--- src/rtl/ram_wishbone_ws_if.sv ---
// ram_wishbone_ws_if: classic Wishbone slave bus bundle for ram_wishbone_ws.
interface ram_wishbone_ws_if #(parameter int ADDR_WIDTH = 32);
  logic                  CYC_I;
  logic                  STB_I;
  logic                  WE_I;
  logic [3:0]            SEL_I;
  logic [ADDR_WIDTH-1:0] ADR_I;
  logic [31:0]           DAT_I;
  logic [31:0]           DAT_O;
  logic                  ACK_O;
  logic                  ERR_O;
  modport slave (input CYC_I, STB_I, WE_I, SEL_I, ADR_I, DAT_I, output DAT_O, ACK_O, ERR_O);
  modport master (output CYC_I, STB_I, WE_I, SEL_I, ADR_I, DAT_I, input DAT_O, ACK_O, ERR_O);
endinterface

--- src/rtl/ram_wishbone_ws.sv ---
// ram_wishbone_ws: Wishbone data RAM with byte lanes, registered read and wait states.
// Define RAM_WB_BOUNDS_CHECK_EN to answer out-of-range/misaligned accesses with ERR_O.
module ram_wishbone_ws #(
  parameter int SIZE        = 128,
  parameter int ADDR_WIDTH  = 32,
  parameter int WAIT_STATES = 0
) (
  input logic CLK_I,
  input logic RST_N_I,
  ram_wishbone_ws_if.slave bus
);
  localparam int AW = $clog2(SIZE);
  localparam int WORDS = SIZE / 4;
  localparam logic [3:0] WL = 4'((WAIT_STATES > 0) ? WAIT_STATES - 1 : 0);
  typedef enum logic [1:0] {IDLE, WAIT, RESP} state_t;
  state_t                state;
  logic [3:0]            cnt;
  logic                  we_q;
  logic [3:0]            sel_q;
  logic [ADDR_WIDTH-1:0] adr_q;
  logic [31:0]           dat_q;
  logic [31:0]           rdata;
  logic                  ack;
  logic                  err;
  logic [31:0]           mem [WORDS];
  logic                  req;
  logic                  go;
  logic                  a_we;
  logic                  a_err;
  logic                  unused_adr;
  logic [3:0]            a_sel;
  logic [ADDR_WIDTH-1:0] a_adr;
  logic [31:0]           a_dat;
  logic [AW-3:0]         idx;
  // In IDLE the live bus is used so a zero-wait access can commit on its accept edge.
  always_comb begin
    req = bus.CYC_I & bus.STB_I;
    a_adr = state == IDLE ? bus.ADR_I : adr_q;
    a_dat = state == IDLE ? bus.DAT_I : dat_q;
    a_sel = state == IDLE ? bus.SEL_I : sel_q;
    a_we = state == IDLE ? bus.WE_I : we_q;
    idx = a_adr[AW-1:2];
    unused_adr = ^a_adr;
    go = RST_N_I & (state == IDLE ? req & (WAIT_STATES == 0) : state == WAIT & bus.CYC_I & cnt == WL);
`ifdef RAM_WB_BOUNDS_CHECK_EN
    a_err = (a_adr >= ADDR_WIDTH'(SIZE)) | (a_adr[1:0] != 2'b00);
`else
    a_err = 1'b0;
`endif
  end
  always_ff @(posedge CLK_I or negedge RST_N_I) begin
    if (!RST_N_I) begin
      state <= IDLE;
      cnt <= '0;
      we_q <= 1'b0;
      sel_q <= '0;
      adr_q <= '0;
      dat_q <= '0;
      rdata <= '0;
      ack <= 1'b0;
      err <= 1'b0;
    end else begin
      ack <= go & !a_err;
      err <= go & a_err;
      if (go & !a_we & !a_err) rdata <= mem[idx];
      unique case (state)
        IDLE: if (req) begin
          adr_q <= bus.ADR_I;
          dat_q <= bus.DAT_I;
          sel_q <= bus.SEL_I;
          we_q <= bus.WE_I;
          cnt <= '0;
          state <= WAIT_STATES == 0 ? RESP : WAIT;
        end
        WAIT: begin
          cnt <= cnt + 4'd1;
          state <= !bus.CYC_I ? IDLE : go ? RESP : WAIT;
        end
        default: state <= IDLE;
      endcase
    end
  end
  always_ff @(posedge CLK_I)
    if (go & a_we & !a_err)
      for (int n = 0; n < 4; n++)
        if (a_sel[n]) mem[idx][8*n+:8] <= a_dat[8*n+:8];
  assign bus.DAT_O = rdata;
  assign bus.ACK_O = ack;
  assign bus.ERR_O = err;
endmodule
--- src/flat_wrapper.sv ---
// flat-port wrapper written by rule: the top's interface ports become plain ports
module ram_wishbone_ws_flat 
#(
  parameter int SIZE        = 128,
  parameter int ADDR_WIDTH  = 32,
  parameter int WAIT_STATES = 0
)
  (CLK_I, RST_N_I, bus_CYC_I, bus_STB_I, bus_WE_I, bus_SEL_I, bus_ADR_I, bus_DAT_I, bus_DAT_O, bus_ACK_O, bus_ERR_O);
  ram_wishbone_ws_if #(.ADDR_WIDTH(ADDR_WIDTH)) bus_i ();
  input logic CLK_I;
  input logic RST_N_I;
  input wire logic [$bits(bus_i.CYC_I)-1:0] bus_CYC_I;
  input wire logic [$bits(bus_i.STB_I)-1:0] bus_STB_I;
  input wire logic [$bits(bus_i.WE_I)-1:0] bus_WE_I;
  input wire logic [$bits(bus_i.SEL_I)-1:0] bus_SEL_I;
  input wire logic [$bits(bus_i.ADR_I)-1:0] bus_ADR_I;
  input wire logic [$bits(bus_i.DAT_I)-1:0] bus_DAT_I;
  output wire logic [$bits(bus_i.DAT_O)-1:0] bus_DAT_O;
  output wire logic [$bits(bus_i.ACK_O)-1:0] bus_ACK_O;
  output wire logic [$bits(bus_i.ERR_O)-1:0] bus_ERR_O;
  assign bus_i.CYC_I = bus_CYC_I;
  assign bus_i.STB_I = bus_STB_I;
  assign bus_i.WE_I = bus_WE_I;
  assign bus_i.SEL_I = bus_SEL_I;
  assign bus_i.ADR_I = bus_ADR_I;
  assign bus_i.DAT_I = bus_DAT_I;
  assign bus_DAT_O = bus_i.DAT_O;
  assign bus_ACK_O = bus_i.ACK_O;
  assign bus_ERR_O = bus_i.ERR_O;
  ram_wishbone_ws #(.SIZE(SIZE), .ADDR_WIDTH(ADDR_WIDTH), .WAIT_STATES(WAIT_STATES)) u_core (.CLK_I(CLK_I), .RST_N_I(RST_N_I), .bus(bus_i));
endmodule
--- config.mk ---
export PLATFORM = sky130hd
export DESIGN_NAME = ram_wishbone_ws_flat
export DESIGN_NICKNAME = d
export VERILOG_FILES = /design/src/rtl/ram_wishbone_ws_if.sv /design/src/rtl/ram_wishbone_ws.sv /design/src/flat_wrapper.sv
export SDC_FILE = /design/constraint.sdc
export NUM_CORES = 1
export LEC_CHECK = 0
export CELL_PAD_IN_SITES_DETAIL_PLACEMENT = 0
export CELL_PAD_IN_SITES_GLOBAL_PLACEMENT = 1
export CORE_ASPECT_RATIO = 0.5
export CORE_MARGIN = 3
export CORE_UTILIZATION = 56
export CTS_CLUSTER_SIZE = 25
export DETAILED_ROUTE_END_ITERATION = 10
export HOLD_SLACK_MARGIN = 0.08
export PLACE_DENSITY_LB_ADDON = 0.1
export SYNTH_ARGS = -nofsm -noshare
export SYNTH_HDL_FRONTEND = slang
export SYNTH_SLANG_ARGS = --single-unit
export TNS_END_PERCENT = 5
--- constraint.sdc ---
create_clock -name CLK_I -period 5.3 [get_ports CLK_I]
set_clock_uncertainty 0.05 [all_clocks]
set_input_delay 1.325 -clock CLK_I [delete_from_list [all_inputs] [get_ports CLK_I]]
set_output_delay 1.325 -clock CLK_I [all_outputs]
set_load 0.02 [all_outputs]
**Word-level counts from Yosys, hierarchy flattened**

Memory sizes are Yosys's and may differ from the RTL's. A register that Yosys moved wholly into a read port is not among the register bits.
Index checks and enable logic that the tools add are counted.

- Reductions and logical operators: 7
- Muxes and demuxes: 23
- Eq/ne operators: 2
- Bitwise gates (word level): 6
- Add/sub/neg operators: 1

Operators by type and width:

| kind | count |
|---|---|
| 32-bit two-way mux | 1 |
| 1-bit two-way mux | 14 |
| 4-bit two-way mux | 2 |
| 4-bit one-hot mux with 2 select lines | 1 |
| 7-bit two-way mux | 1 |
| 1-bit AND | 6 |
| 2-bit two-way mux | 3 |
| 4-bit by 1-bit adder with 4-bit output, second input constant | 1 |
| 4-bit zero test | 1 |
| 2-bit one-hot mux with 2 select lines | 1 |
| 2-bit AND reduction | 2 |
| 2-bit by 1-bit equality test with 1-bit output, second input constant | 1 |
| 1-bit zero test | 2 |
| 2-bit zero test | 1 |
| 2-bit by 1-bit inequality test with 1-bit output, second input constant | 1 |
| 2-bit nonzero test | 1 |

- Memories kept: 1
- Bits in writable memories: 1,024
- Output and inout bits: 34
- Flip-flop bits (word level): 51
- Input bits: 73
- Word-level logic and storage cells: 47

Memory list:

| memory | words | bits a word | rd ports | clocked after Yosys merged registers in | wr ports | RTL line | RTL |
|---|---|---|---|---|---|---|---|
| u_core.mem | 32 | 32 | 1 | 1 | 1 | ram_wishbone_ws.sv:25 | `logic [31:0] mem [WORDS];` |

**Longest topological paths before layout**

Gate-level depths: netlist (run 1).

- Depth in word-level cells: 8
- Mapped depth: 10

**Least setup slack after synthesis (run 1)**

OpenSTA, ideal clock, no wires.

- Path type: in2reg
- From: input port bus_ADR_I[5]
- To: memory u_core.mem[7][0] (enable)
- Data required time: 4.867 ns
- Stages on the path: 7
- Path slack: 1.829 ns
- Arrival time: 3.038 ns
- Path through: or4_1 o31ai_2 nand2_2 buf_6 buf_6 buf_2 nor3_1

- Cells in the longest elaborated chain, start to end: 1

RTL lines:

| what | RTL line | RTL |
|---|---|---|
| start: declaration | flat_wrapper.sv:16 | `input wire logic [$bits(bus_i.ADR_I)-1:0] bus_ADR_I;` |
| 7-bit two-way mux | ram_wishbone_ws.sv:38 | `a_adr = state == IDLE ? bus.ADR_I : adr_q;` |
| end: declaration | ram_wishbone_ws.sv:25 |  |

Every way passes these cells.

**Worst setup path in the final report (run 1)**

- From: register u_core.state[1]
- To: register u_core.rdata[16], in the netlist u_core.bus.DAT_O[16], read port of u_core.mem

- Cells in the longest elaborated chain, start to end: 6

RTL lines:

| what | RTL line | RTL |
|---|---|---|
| start: declaration | ram_wishbone_ws.sv:16 | `state_t state;` |
| start signal: assignment | ram_wishbone_ws.sv:73 | `state <= WAIT_STATES == 0 ? RESP : WAIT;` |
| start signal: assignment | ram_wishbone_ws.sv:77 | `state <= !bus.CYC_I ? IDLE : go ? RESP : WAIT;` |
| 2-bit by 1-bit equality test with 1-bit output | ram_wishbone_ws.sv:44 | `go = RST_N_I & (state == IDLE ? req & (WAIT_STATES == 0) : state == WAIT & bus.CYC_I & cnt == WL);` |
| 1-bit AND (2 in series) | ram_wishbone_ws.sv:44 |  |
| 1-bit two-way mux | ram_wishbone_ws.sv:44 |  |
| 1-bit AND | ram_wishbone_ws.sv:44 |  |
| 1-bit AND | ram_wishbone_ws.sv:65 | `if (go & !a_we & !a_err) rdata <= mem[idx];` |
| end: declaration | ram_wishbone_ws.sv:22 | `logic [31:0] rdata;` |

Several ways; a longest one is shown, not always the timed one.
A chain may end at the register's enable or synchronous reset.

==> results of run 1 <==
[power by group through the flow]
stage / Clock [W] / Combinational, W / Sequential, W
after floorplan: 0 / 0.000851 / 0.0101
after detailed placement: 0 / 0.00174 / 0.0101
final: 0.00721 / 0.00175 / 0.00988
after CTS: 0.00730 / 0.00174 / 0.00988
after global routing: 0.00763 / 0.00188 / 0.00989
after global placement: 0 / 0.00171 / 0.0101
[layout make-up]
type | count | area (um^2)
flip-flops and latches | 1105 | 32800
clock inverters | 49 | 669
inverters | 3 | 11.3
fillers | 5198 | 25800
multi-input cells | 1370 | 8120
well taps | 972 | 1220
repair buffers | 285 | 2520
clock buffers | 119 | 2500
[cell usage after synthesis, types with 2 or more instances]
library cell  count  area [um^2]
a21o_1            2         15.0
a21oi_1         257         1290
a21oi_2           2         17.5
a22o_1            2         17.5
a22oi_1         512         3840
a31oi_1          32          200
buf_1            14         52.6
buf_2           108          541
buf_4            21          158
buf_6            14          158
clkbuf_1         39          146
dfrtp_1          81         2030
edfxtp_1       1024        30700
ha_1              2         25.0
inv_1             3         11.3
mux2_2            2         22.5
nand2_1         250          938
nand2_2           2         12.5
nand2b_1          5         31.3
nand3_1           9         45.0
nor2_1           99          372
nor2_4            2         22.5
nor3_1          110          551
nor3_2           19          190
nor4_1           32          200
o21a_1            3         22.5
o21ai_1           2         10.0
o21ai_2           3         26.3
or4b_1            2         20.0
or4b_4            2         27.5
[cells by family (layout without fill, tap and decap cells)]
logic type | count (synthesis) | count (layout)
buf+inv | 199 | 456
xor+xnor | 1 | 1
fa+ha+maj | 2 | 2
simple gates | 540 | 540
other cells | 1 | 1
mux | 3 | 3
flops | 1105 | 1105
compound gates | 823 | 823
[state kept, by name, summed over array words and instances (netlist names), 2 cells and up]
| name | cells |
|---|---|
| u_core.sel_q | 4 |
| u_core.mem | 1024 |
| u_core.bus.DAT_O | 32 |
| u_core.cnt | 4 |
| u_core.adr_q | 5 |
| u_core.state | 2 |
| u_core.dat_q | 32 |
[worst reg2reg max path: stages, from the launching register on]
cell and delay, ns:
dfrtp_1 0.67, or2_2 0.83, o21ai_2 0.42, nand2_1 0.66, a21oi_1 0.25, nor4_1 0.76, a31oi_1 0.18
[final timing paths]
| check | start | to | slack, ns |
|---|---|---|---|
| hold / removal | u_core.sel_q[2]$_DFFE_PN0P_ | u_core.sel_q[2]$_DFFE_PN0P_ | 0.42 |
| setup reg to reg | u_core.state[1]$_DFFE_PN0P_ | u_core.bus.DAT_O[16]$_DFFE_PN0P_ | 1.34 |
| min in group asynchronous | RST_N_I | u_core.we_q$_DFFE_PN0P_ | 0.75 |
| hold reg to reg | u_core.sel_q[2]$_DFFE_PN0P_ | u_core.sel_q[2]$_DFFE_PN0P_ | 0.42 |
| setup / recovery | u_core.state[1]$_DFFE_PN0P_ | u_core.bus.DAT_O[16]$_DFFE_PN0P_ | 1.34 |
| max in group asynchronous | RST_N_I | u_core.bus.DAT_O[4]$_DFFE_PN0P_ | 3.06 |
[through the flow]
stage          total power (W)  hold WS (ns)  utilization (%)  setup slack (ns)
2_1_floorplan           0.0110         0.396                -              1.83
3_3_place_gp            0.0118         0.407             60.7             0.857
3_5_place_dp            0.0118         0.412             60.7             0.811
4_1_cts                 0.0189         0.428             65.0              1.40
5_1_grt                 0.0194         0.441             65.0              1.16
6_report                0.0188         0.424             65.0              1.34
[routing by layer]
layer | GRT usage (%) | up-vias | wire length (um)
met5 | 0 | - | 11
met4 | 7.02 | 2 | 2380
met3 | 8.48 | 139 | 12500
met2 | 38.3 | 1225 | 45700
met1 | 43.6 | 12500 | 48200
li1 | - | 11000 | -
==> out/qor.yml, run 1 <==
status: "complete, no violations"
rows: 70
reg2regPathDepth: 6
fmax_ghz: 0.252
vias: 24900
synth_xor_area_share_pct: 0.0209
synth_edf_count: 1024
grt-ovfl-total: 0
die_h_um: 199
worstPathArrival_ns: 4.44
cts_setup_buffers: 0
clkPwrFrac_pct: 38.3
port-buffer-count: 78
synthSimpleGateAreaFrac_pct: 5.90
first_pass_iters: 5
path_cells: "or2_2 > o21ai_2 > nand2_1 > a21oi_1 > nor4_1 > a31oi_1"
synthCells: 2674
final-max-slew-violation-count: 0
yosysUniqueCellTypes: 49
synth_compound_area_share_pct: 13.2
p_seq_share_pct: 52.4
dpl_cell_area_um2: 44600
worst_pin_slew_ns: 1.31
combPwrFrac_pct: 9.3
place_congestion: 0.793
hold_buffers: 0
ios: 107
wl_per_cell_um: 27.9
fin_crit_ns: 3.96
hold_depth: 2
intPower_w: 0.0144
synthAdderAreaFrac_pct: 0.0597
fin_nets: 2932
synth_seq_area_share_pct: 78.2
worstSkewPairLatency_ns: 0.69
p_per_area_nw_per_um2: 394
muxShareOfSynthArea_pct: 0.0866
cts_resized: 0
start_util_pct: 57.0
end_kind: "flip-flop"
worst-path-buf-inv: 0
vias_per_cell: 6.37
final_cell_mix: "edfxtp_1 (1024), a22oi_1 (512), a21oi_1 (257)"
async_flop_share_pct: 7.33
synth_seq_cells: 1105
setup_viol: 0
crit_path_max_incr_delay_ns: 0.83
die_area_um2: 78400
htreeDepth: 3
ant_nets: 0
syn_nets: 2749
crit_family: "simple AND/OR/NAND/NOR gates"
relSlewSlack_pct: 12.7
layout-drive-gt1-share_pct: 13.3
synth_top_family_by_area: "compound AO/OA/AOI/OAI gates"
hold_viol_final: 0
core_area_um2: 73600
hold_path.class: "reg -> reg"
synthesis.area_um2: 41900
start_kind: "flip-flop"
first_global_vias: 23600
tns_ns: 0
fp.dieW_um: 393
criticalPathCategory: "reg -> reg"
drt_iter0_drc: 3233
cts_num_sinks: 1105
cts_root_buffer: "clkbuf_16"
antenna_found_initial: 2
placed_cells: 3735
cts-buffers-inserted: 92
place_hpwl_um: 64300
ys.flop_type: "edfxtp_1"
routed_wl_um: 109000
avgSynthCellArea_um2: 15.7
final_cells: 3903
final_common_cell: "edfxtp_1"
rsz0062_at_grt: "false"
path_max_fanout: 41
max_cap_violations: 0
n_antenna_cell: 0
vdd_drop_max_mv: 0.253
drc: 0
track_usage_pct: 27.9
fin_crit_sh_pct: 74.8
sw_frac_of_total_pct: 23.4
cts_tree: "yes"
cts_buffer_depth: 3
cellLeakagePower_nw: 15.5
areaGrowthSynthToFinish_pct: 14.0
grt_max_degree: 99
cp.required_ns: 5.77
ys_warn_count: 0
stdcell_area_um2: 47800
power_switching_w: 0.00442
path_clk_slew_ns: 0.07
cp.depth: 6
grt_pass1_wl_um: 158000
cp_slowest_cell: "or2_2"
(Power assumes the default switching activity.)
==> run 2, diff against run 1 <==
--- a/config.mk
+++ b/config.mk
@@ -9,7 +9,7 @@
 export CELL_PAD_IN_SITES_GLOBAL_PLACEMENT = 1
 export CORE_ASPECT_RATIO = 0.5
 export CORE_MARGIN = 3
-export CORE_UTILIZATION = 56
+export CORE_UTILIZATION = 52
 export CTS_CLUSTER_SIZE = 25
 export DETAILED_ROUTE_END_ITERATION = 10
 export HOLD_SLACK_MARGIN = 0.08
==> constraint.sdc (replaced) <==
create_clock -name CLK_I -period 3.8 [get_ports CLK_I]
set_clock_uncertainty 0.05 [all_clocks]
set_input_delay 0.95 -clock CLK_I [delete_from_list [all_inputs] [get_ports CLK_I]]
set_output_delay 0.95 -clock CLK_I [all_outputs]
set_load 0.02 [all_outputs]
==> run 2 against run 1 <==
Effect of this change: setup slack worse by 0.73 ns; hold slack worse by 0.086 ns; sequential share of layout area is 1.7 points lower; non-clock buffer count is 98 higher; utilization is 2.6 points lower; cell count is 5.3% higher; register-to-register slack worse by 0.73 ns; highest routed layer is now met4.
==> out/qor.yml, run 2 (synthesized netlist as in run 1, its figures left out) <==
status: "complete, no violations"  # unchanged
core_area_um2: 78600  # was 73600 um^2
cts_buffer_depth: 3  # unchanged
path_max_fanout: 28  # was 41
power_w: 0.0263  # was 0.0188 W
worstSetupEndpoint: "u_core.bus.DAT_O[31]$_DFFE_PN0P_"  # was u_core.bus.DAT_O[16]$_DFFE_PN0P_
first_pass_iters: 6  # was 5
wl_per_cell_um: 26.7  # was 27.9 um
ant_nets: 0  # unchanged
layout-drive-gt1-share_pct: 16.3  # was 13.3%
rr_startpoint: "u_core.state[0]$_DFFE_PN0P_"  # was u_core.state[1]$_DFFE_PN0P_
relSlewSlack_pct: 42.1  # was 12.7%
max_cap_violations: 0  # unchanged
cts_num_sinks: 1105  # unchanged
crit_path_max_incr_delay_ns: 0.68  # was 0.83 ns
criticalPathCategory: "reg -> reg"  # unchanged
hold_viol_final: 0  # unchanged
grt-ovfl-total: 0  # unchanged
p_seq_share_pct: 52.4  # about the same
start_kind: "flip-flop"  # unchanged
top_register: "u_core.mem"  # unchanged
crit_top_cell: "buf_12"
cellLeakagePower_nw: 16.2  # was 15.5 nW
drt_iter0_drc: 3017  # was 3233
worstPathArrival_ns: 3.66  # was 4.44 ns
htreeDepth: 3  # unchanged
cts-buffers-inserted: 94  # was 92
path_clk_slew_ns: 0.06  # was 0.07 ns
cts_tree: "yes"  # unchanged
start_util_pct: 53.4  # was 57.0%
fp.dieW_um: 408  # was 393 um
first_global_vias: 24100  # was 23600
power_switching_w: 0.00614  # was 0.00442 W
hold_buffers: 0  # unchanged
tns_ns: 0  # unchanged
cts_root_buffer: "clkbuf_16"  # unchanged
hold_ws_ns: 0.339  # was 0.424 ns
fin_nets: 3032  # was 2932
place_hpwl_um: 67200  # was 64300 um
rsz0062_at_grt: "false"  # unchanged
grt_max_degree: 58  # was 99
final_common_cell: "edfxtp_1"  # unchanged
grt_pass1_wl_um: 161000  # was 158000 um
hold_path.class: "in -> async"  # was reg -> reg
path_cells: "or2_2 > o21ai_4 > buf_12 > buf_12 > a22oi_1 > a21oi_1 > nor4_1 > a31oi_1"  # was or2_2 > o21ai_2 > nand2_1 > a21oi_1 > nor4_1 > a31oi_1
fmax_ghz: 0.313  # was 0.252 GHz
final-max-slew-violation-count: 0  # unchanged
routed_wl_um: 110000  # was 109000 um
vdd_drop_max_mv: 0.311  # was 0.253 mV
reg2regPathDepth: 8  # was 6
end_kind: "flip-flop"  # unchanged
clkPwrFrac_pct: 37.7  # was 38.3%
drc: 0  # unchanged
cp_slowest_cell: "nor4_1"  # was or2_2
cts_resized: 0  # unchanged
reg2reg_setup_slack_ns: 0.60  # was 1.34 ns
crit_start: "u_core.state[0]$_DFFE_PN0P_"  # was u_core.state[1]$_DFFE_PN0P_
cts_setup_buffers: 0  # unchanged
intPower_w: 0.0201  # was 0.0144 W
ios: 107  # unchanged
die_h_um: 207  # was 199 um
vias: 25000  # was 24900
cp.required_ns: 4.26  # was 5.77 ns
fin_crit_ns: 3.20  # was 3.96 ns
r2r-end: "u_core.bus.DAT_O[31]$_DFFE_PN0P_"  # was u_core.bus.DAT_O[16]$_DFFE_PN0P_
die_area_um2: 84300  # was 78400 um^2
place_congestion: 0.786  # was 0.793
worst_pin_slew_ns: 0.868  # was 1.31 ns
fin_crit_sh_pct: 84.1  # was 74.8%
combPwrFrac_pct: 9.9  # was 9.3%
areaGrowthSynthToFinish_pct: 16.9  # was 14.0%
largest_reg_flops: 1024  # unchanged
vias_per_cell: 6.08  # was 6.37
port-buffer-count: 78  # unchanged
setup_viol: 0  # unchanged
track_usage_pct: 26.2  # was 27.9%
worstSkewPairLatency_ns: 0.68  # was 0.69 ns
rows: 72  # was 70
final_cell_mix: "edfxtp_1 (1024), a22oi_1 (512), buf_4 (263)"  # was edfxtp_1 (1024), a22oi_1 (512), a21oi_1 (257)
sw_frac_of_total_pct: 23.4  # about the same
antenna_found_initial: 0  # was 2
p_per_area_nw_per_um2: 536  # was 394 nW/um^2
## run 2: power by group through the flow
stage               Sequential (W)  Combinational, W  Clock [W]
floorplan                   0.0141           0.00119          0
global placement            0.0140           0.00255          0
detailed placement          0.0140           0.00259          0
CTS                         0.0138           0.00259     0.0100
global route                0.0138           0.00279     0.0105
finish                      0.0138           0.00260    0.00989
## run 2: per-layer routing
layer  vias up  wire length, um  track usage, %
met5         -                0               0
met4         0             1650            5.42
met3       110            10800            6.07
met2      1073            47000            37.5
met1     12600            50300            41.1
li1      11200                -               -
## run 2: critical path: cells and delay by family (launching register included)
family / cells / cell delay, ns
compound gates: 4 / 0.68
buf+inv: 2 / 0.39
flops: 1 / 0.66
simple gates: 2 / 1.21
## run 2: worst min-delay path by stage
stage | start | end | slack [ns]
2_1_floorplan | u_core.dat_q[0]$_DFFE_PN0P_ | u_core.dat_q[0]$_DFFE_PN0P_ | 0.40
3_3_place_gp | u_core.sel_q[0]$_DFFE_PN0P_ | u_core.sel_q[0]$_DFFE_PN0P_ | 0.41
3_5_place_dp | u_core.dat_q[14]$_DFFE_PN0P_ | u_core.dat_q[14]$_DFFE_PN0P_ | 0.41
4_1_cts | RST_N_I | u_core.dat_q[11]$_DFFE_PN0P_ | 0.34
5_1_grt | RST_N_I | u_core.dat_q[11]$_DFFE_PN0P_ | 0.36
6_report | RST_N_I | u_core.dat_q[9]$_DFFE_PN0P_ | 0.34
## run 2: layout make-up
| type | instances | area, um^2 |
|---|---|---|
| well taps | 1073 | 1340 |
| multi-input cells | 1370 | 8120 |
| fillers | 5875 | 29500 |
| diodes | 1 | 2.50 |
| flip-flops and latches | 1105 | 32800 |
| inverters | 3 | 11.3 |
| repair buffers | 383 | 3610 |
| clock buffers | 128 | 2640 |
| clock inverters | 47 | 523 |
## run 2: metrics by stage
| step | setup slack, ns | cell area (um^2) | instances | util [%] |
|---|---|---|---|---|
| after global routing | 0.477 | 49000 | 4109 | 62.4 |
| after detailed placement | 0.122 | 45900 | 3934 | 58.4 |
| after global placement | 0.166 | 45900 | 3934 | 58.4 |
| after CTS | 0.703 | 49000 | 4109 | 62.4 |
| after floorplan | 0.704 | 41900 | 2674 | - |
| final | 0.603 | 49000 | 4110 | 62.4 |
